===== config.mk =====
export PLATFORM = sky130hd
export DESIGN_NAME = kpn_bcd_stage
export DESIGN_NICKNAME = d
export VERILOG_FILES = /design/src/rtl/kpn_bcd_stage.sv
export SDC_FILE = /design/constraint.sdc
export NUM_CORES = 1
export LEC_CHECK = 0
export BUFFER_PORTS_ARGS = -buffer_cell sky130_fd_sc_hd__buf_2
export CORE_UTILIZATION = 30
export CTS_CLUSTER_DIAMETER = 120
export DETAILED_ROUTE_END_ITERATION = 8
export PLACE_DENSITY = 0.57
export SLEW_MARGIN = 5
export SYNTH_ARGS = -nofsm -noshare
export SYNTH_HDL_FRONTEND = slang
export SYNTH_SLANG_ARGS = --single-unit

===== constraint.sdc =====
create_clock -name clock -period 1.33 [get_ports clock]
set_input_delay 0.0665 -clock clock [delete_from_list [all_inputs] [get_ports clock]]
set_output_delay 0.0665 -clock clock [all_outputs]
set_load 0.01 [all_outputs]

===== src/rtl/kpn_bcd_stage.sv =====
// KPN stage: pops binary tokens from a FIFO, converts them to packed BCD by
// sequential double-dabble and holds each result until the display node reads it.
module kpn_bcd_stage #(
  parameter int unsigned DATA_W    = 16,
  parameter logic [15:0] SAT_VALUE = 16'h9999
) (
  input  logic              clock,
  input  logic              reset_n,
  input  logic [DATA_W-1:0] in_data,
  input  logic              in_empty,
  output logic              in_rd,
  output logic [15:0]       out_data,
  output logic              out_valid,
  input  logic              out_rd,
  output logic              overflow
);

  localparam int unsigned CNT_W = (DATA_W > 1) ? $clog2(DATA_W) : 1;
  localparam int unsigned BCD_W = 20;

  typedef enum logic [2:0] {
    S_IDLE,
    S_FETCH,
    S_LOAD,
    S_SHIFT,
    S_DONE
  } state_t;

  state_t            r_state;
  state_t            w_state_nxt;
  logic [DATA_W-1:0] r_shift;
  logic [BCD_W-1:0]  r_bcd;
  logic [BCD_W-1:0]  w_bcd_adj;
  logic [CNT_W-1:0]  r_cnt;
  logic [15:0]       r_out_data;
  logic              r_out_valid;
  logic              r_overflow;
  logic              w_last;

  assign w_last    = (r_cnt == CNT_W'(DATA_W - 1));
  assign out_data  = r_out_data;
  assign out_valid = r_out_valid;
  assign overflow  = r_overflow;

  always_ff @(posedge clock or negedge reset_n) begin
    if (!reset_n) r_state <= S_IDLE;
    else          r_state <= w_state_nxt;
  end

  // in_rd is qualified with reset_n so no pop can be issued while held in reset
  always_comb begin
    w_state_nxt = r_state;
    in_rd       = 1'b0;
    case (r_state)
      S_IDLE: begin
        if (!in_empty && !r_out_valid) begin
          in_rd       = reset_n;
          w_state_nxt = S_FETCH;
        end
      end
      S_FETCH: w_state_nxt = S_LOAD;
      S_LOAD:  w_state_nxt = S_SHIFT;
      S_SHIFT: if (w_last) w_state_nxt = S_DONE;
      S_DONE:  w_state_nxt = S_IDLE;
      default: w_state_nxt = S_IDLE;
    endcase
  end

  always_comb begin
    w_bcd_adj = r_bcd;
    for (int unsigned i = 0; i < BCD_W / 4; i++) begin
      if (r_bcd[4*i +: 4] >= 4'd5) w_bcd_adj[4*i +: 4] = r_bcd[4*i +: 4] + 4'd3;
    end
  end

  always_ff @(posedge clock or negedge reset_n) begin
    if (!reset_n) begin
      r_shift     <= '0;
      r_bcd       <= '0;
      r_cnt       <= '0;
      r_out_data  <= '0;
      r_out_valid <= 1'b0;
      r_overflow  <= 1'b0;
    end else begin
      if (r_out_valid && out_rd) r_out_valid <= 1'b0;
      case (r_state)
        S_LOAD: begin
          r_shift <= in_data;
          r_bcd   <= '0;
          r_cnt   <= '0;
        end
        S_SHIFT: begin
          r_bcd   <= {w_bcd_adj[BCD_W-2:0], r_shift[DATA_W-1]};
          r_shift <= {r_shift[DATA_W-2:0], 1'b0};
          r_cnt   <= r_cnt + CNT_W'(1);
        end
        S_DONE: begin
          if (r_bcd[BCD_W-1:16] != '0) begin
            r_out_data <= SAT_VALUE;
            r_overflow <= 1'b1;
          end else begin
            r_out_data <= r_bcd[15:0];
          end
          r_out_valid <= 1'b1;
        end
        default: ;
      endcase
    end
  end

endmodule


# == Yosys cells after proc, flatten, opt, wreduce, memory -nomap -nowiden ==
# Index checks and enable logic that the tools add are counted.
# totals
elab_cells,51
output_inout_bits,19
input_bits,20
regBits,61
# classes
n_lt_le_gt_ge,5
n_reduce_logical,10
n_mux,16
add_sub_neg,6
eq_ne,7
# op_table
operator,n
one-hot mux 20 bit (2 select lines),1
one-hot mux 16 bit (2 select lines),1
>= comparator 4 x 3 -> 1 bit (second input constant),5
adder 4 x 2 -> 4 bit (second input constant),4
two-way mux 16 bit,1
two-way mux 4 bit,4
one-hot mux 3 bit (4 select lines),1
two-way mux 3 bit,3
one-hot mux 4 bit (2 select lines),1
equality test 3 x 2 -> 1 bit (second input constant),2
adder 4 x 1 -> 4 bit (second input constant),1
equality test 4 bit (second input constant),1
two-way mux 1 bit,4
!= test 2 bit (second input constant),2
AND reduction 2 bit,2
nonzero test 2 bit,2
nonzero test 4 bit,1
adder 3 x 2 -> 3 bit (second input constant),1
equality test 3 x 1 -> 1 bit (second input constant),1
equality test 3 bit (second input constant),1
logical NOT 3 bit,1
logical AND 1 bit,2
logical NOT 1 bit,2

# == Logic depth before layout (Yosys ltp) ==
# logic_depth
ltp_word,4
ltp_mapped,6
depth_no_buf,6

# == Least setup slack after synthesis ==
# OpenSTA, ideal clock, no wires.
# synth_path
path_type,register to register
start,register r_bcd[12]
end,register r_bcd[14]
stages_incl_launch_ff,7
slack_ns,-0.051
synth_period_minus_slack_ns,1.381
t_required_ns,1.209
setup_ns,0.121
arrival_time_ns,1.260
path_buffers,0
path_cell_list,dfrtp_1 inv_1 ha_1 nand2b_1 a21oi_1 a21oi_1 a22o_1
# synth_between
elab_chain_len,3
word_cells_on_any_way,4
cone_classes,add/sub: 1; order compare: 1; mux: 2
# synth_lines
element,line_no,rtl
start: declaration,32,logic [BCD_W-1:0] r_bcd;
start signal: assignment,93,"r_bcd <= {w_bcd_adj[BCD_W-2:0], r_shift[DATA_W-1]};"
adder 4 x 2 -> 4 bit or >= comparator 4 x 3 -> 1 bit (tied branches),72,if (r_bcd[4*i +: 4] >= 4'd5) w_bcd_adj[4*i +: 4] = r_bcd[4*i +: 4] + 4'd3;
two-way mux 4 bit (*),72,
one-hot mux 20 bit (2 select lines) (*),86,case (r_state)
# Mark *: on every way between the ends. The rest lies on a longest branch, timed or not.
# A chain may end at the register's enable or synchronous reset.

# == Final worst setup path ==
# layout_path
start,register r_bcd[16]
end,"register r_out_data[2], in the netlist out_data[2]"
# layout_between
elab_chain_len,2
# layout_lines
element,line_no,rtl
nonzero test 4 bit,98,if (r_bcd[BCD_W-1:16] != '0) begin
two-way mux 16 bit,98,
end signal: assignment,102,r_out_data <= r_bcd[15:0];
end: declaration,35,logic [15:0] r_out_data;
# Every way passes these cells.

==> impl_metrics.yaml <==
run_status:
  status: "finished, violations left"
  violations: "negative setup slack"
hold_path:
  whs_endpoint: "r_shift[1]"
  hold_depth: 3
  worstHoldStart: "in_data[1]"
  min-delay-path-class: "in2reg"
final_layout:
  antennaDiodeCount: 0
  synthToLayoutAreaGrowth_pct: 54.80
  final_cells: 512
  fillers: 830
  drive_gt1_share_pct: 47.52
  final_common_cell: "dfrtp_1"
  fin_util_pct: 48.00
  multi_input_area_um2: 1670
  nNetsFinal: 410
  seq_area_um2: 1531
  mostFrequentLayoutCells: "57 x dfrtp_1, 46 x buf_4, 38 x buf_2"
synth:
  seq_area_frac_synth_pct: 53.28
  ys_ff_latch: 61
  synth_fp_nets: 305
  syn_area_um2: 2865
  synthCells: 273
  yosysWarningCount: 0
  ys_types: 33
  syn_avg_cell_area_um2: 10.50
timing:
  hold_violations: 0
  period_share_pct: 103.3
  finClkSkew_ns: 0.009429
  finalSetupTns_ns: -0.4417
  fmax_ghz: 0.7280
  finalCriticalPeriod_ns: 1.374
  finalSetupViolations: 22
  setup_slack_ns: -0.04370
  tightest_slew_ns: 0.7906
  hold_slack_ns: 0.007499
  rsz0062_at_grt: "true"
  slew_viol_final: 0
  max_slew_margin_pct: 47.29
worst_setup_path:
  crit_slowest_cell: "dfrtp_1"
  cp_max_fo: 8
  cp_cell_sequence: "inv_2, ha_4, nor3b_4, and3_4, a22o_1"
  start_kind: "register"
  path_buf_inv: 1
  crit_arrival_ns: 1.66
  path_class: "reg2reg"
  cp-end-kind: "register"
  timing.rr.start: "r_bcd[16]"
  r2r-end: "out_data[2]"
  cp_data_required_time_ns: 1.61
  slowest_delay_ns: 0.40
  reg2reg_setup_slack_ns: -0.04
  critPathTopFamily: "simple AND/OR/NAND/NOR gates"
  reg2regPathDepth: 5
power:
  p_per_area_nw_per_um2: 2620
  vdd_ir_drop_max_mv: 1.491
  power_leakage_nw: 2.047
clocking:
  clk_pin_slew_ns: 0.07
  clk_path_buf_depth: 2
  cts_root_buf: "clkbuf_8"
  clk_latency_ns: 0.35
  cts_buffers: 9
  htreeDepth: 3
  cts_tree: "built"
  cts.sinks: 61
place:
  port_buffers: 38
  place.gp.congestion: 0.7817
  dp_hpwl_um: 4378
  post-place-ws_ns: -0.08676
  dp.cells: 466
floorplan:
  die_w_um: 99.73
  core_um2: 9240
  io_pins: 39
  start_util_pct: 31.01
  dieHeight_um: 99.73
  die_area_um2: 9946
  floorplan.rows: 35
global_routing:
  antenna_found_initial: 0
  grt_pass1_vias: 2375
  grt_max_degree: 62
  gr-usage-all-layers_pct: 15.15
  grt_pass1_wl_um: 11630
  grt-ovfl-total: 0
flow_run:
  drv_cap: 0
detailed_routing:
  drtIter0Drc: 63
  drc: 0
  drt-total-wl_um: 7879
  ant_nets: 0
  wl_per_cell_um: 15.39
  via_count: 2424
  drt_pre_antenna_iters: 4
  vias_per_cell: 4.734
synthesized netlist by cell type (all sizes together):
| library cell | n | share of area [%] |
|---|---|---|
| a22o | 9 | 2.8 |
| nor3b | 6 | 1.7 |
| o22ai | 6 | 1.3 |
| a31oi | 4 | 0.87 |
| and2 | 1 | 0.22 |
| a211oi | 1 | 0.26 |
| o21ai | 35 | 6.1 |
| a21oi | 16 | 2.8 |
| o32ai | 3 | 0.92 |
| nor2 | 9 | 1.2 |
| mux2i | 16 | 5.6 |
| o32a | 1 | 0.35 |
| nand3b | 1 | 0.26 |
| xnor2 | 5 | 1.5 |
| nor2b | 1 | 0.22 |
| and3 | 1 | 0.22 |
| o21bai | 1 | 0.26 |
| dfrtp | 61 | 53 |
| nand2 | 34 | 4.8 |
| inv | 13 | 1.7 |
| nor3 | 3 | 0.52 |
| clkbuf | 1 | 0.13 |
| o22a | 4 | 1.2 |
| xor2 | 3 | 0.92 |
| nand2b | 11 | 2.4 |
| buf | 11 | 2.5 |
| ha | 12 | 5.2 |
| nand3 | 4 | 0.70 |
per-stage QoR:
stage | area (um2) | total power [mW]
4_1_cts | 3961 | 10.00
2_1_floorplan | 2877 | 5.962
3_3_place_gp | 3438 | 7.340
5_1_grt | 4436 | 12.43
6_report | 4436 | 11.62
3_5_place_dp | 3438 | 7.453
layer usage:
| layer | part of all wire, % | routed length (um) | up-vias | global-route usage, % |
|---|---|---|---|---|
| met4 | 1.6 | 130 | 0 | 4.751 |
| met1 | 44 | 3475 | 1179 | 18.76 |
| met3 | 3.7 | 293 | 14 | 4.076 |
| li1 | - | - | 1174 | - |
| met5 | 0 | 0 | - | 0 |
| met2 | 51 | 3979 | 57 | 25.68 |
worst max path at each step:
stage	to	slack (ns)	cells past startpoint	startpoint
global placement	out_data[3]	-0.04	6	r_bcd[17]
floorplan	out_data[10]	0.003	6	r_bcd[16]
detailed placement	out_data[3]	-0.09	6	r_bcd[17]
global route	out_data[6]	-0.14	5	r_bcd[16]
CTS	in_rd	-0.08	4	r_state[2]
finish	out_data[2]	-0.04	5	r_bcd[16]
state kept, by name, summed over array words and instances, names as in the netlist:
name	cells
overflow	1
out_valid	1
r_state	3
out_data	16
r_cnt	4
r_bcd	20
r_shift	16
area by class of cell:
| cell class | count | area share (%) |
|---|---|---|
| clock buffers | 11 | 3.413 |
| clock inverters | 5 | 1.862 |
| inverters | 13 | 1.100 |
| multi-input cells | 189 | 37.66 |
| flip-flops and latches | 61 | 34.53 |
| well taps | 129 | 3.639 |
| repair buffers | 104 | 17.80 |
where the power goes:
group,switching (mW),internal [mW]
clock,0.785,1.16
combinational,2.93,3.28
sequential,0.782,2.69
cells by family after synthesis:
| family | Yosys count | share of synthesized area (%) |
|---|---|---|
| AO/OA/AOI/OAI | 80 | 16.86 |
| AND/OR/NAND/NOR | 71 | 12.27 |
| flip-flops | 61 | 53.27 |
| buffers and inverters | 25 | 4.323 |
| multiplexers | 16 | 5.589 |
| adder cells (fa/ha/maj) | 12 | 5.240 |
| XOR/XNOR | 8 | 2.446 |
worst reg2reg max path, stage by stage, from the launching register on:
cell and delay, ns:
dfrtp_1 0.40, inv_2 0.11, ha_4 0.13, nor3b_4 0.21, and3_4 0.30, a22o_1 0.15
what timing repair did:
| action | 4_1_cts | 5_1_grt |
|---|---|---|
| endpoints found under the setup margin | 29 | 43 |
| resized for setup | 38 | 72 |
| gates cloned | 0 | 3 |
| hold buffers | 9 | 0 |
| pin swaps | 21 | 30 |
| endpoints found under the hold margin | 69 | 0 |
| setup buffers | 8 | 12 |
Note: power is estimated with default switching activity, not from simulation.
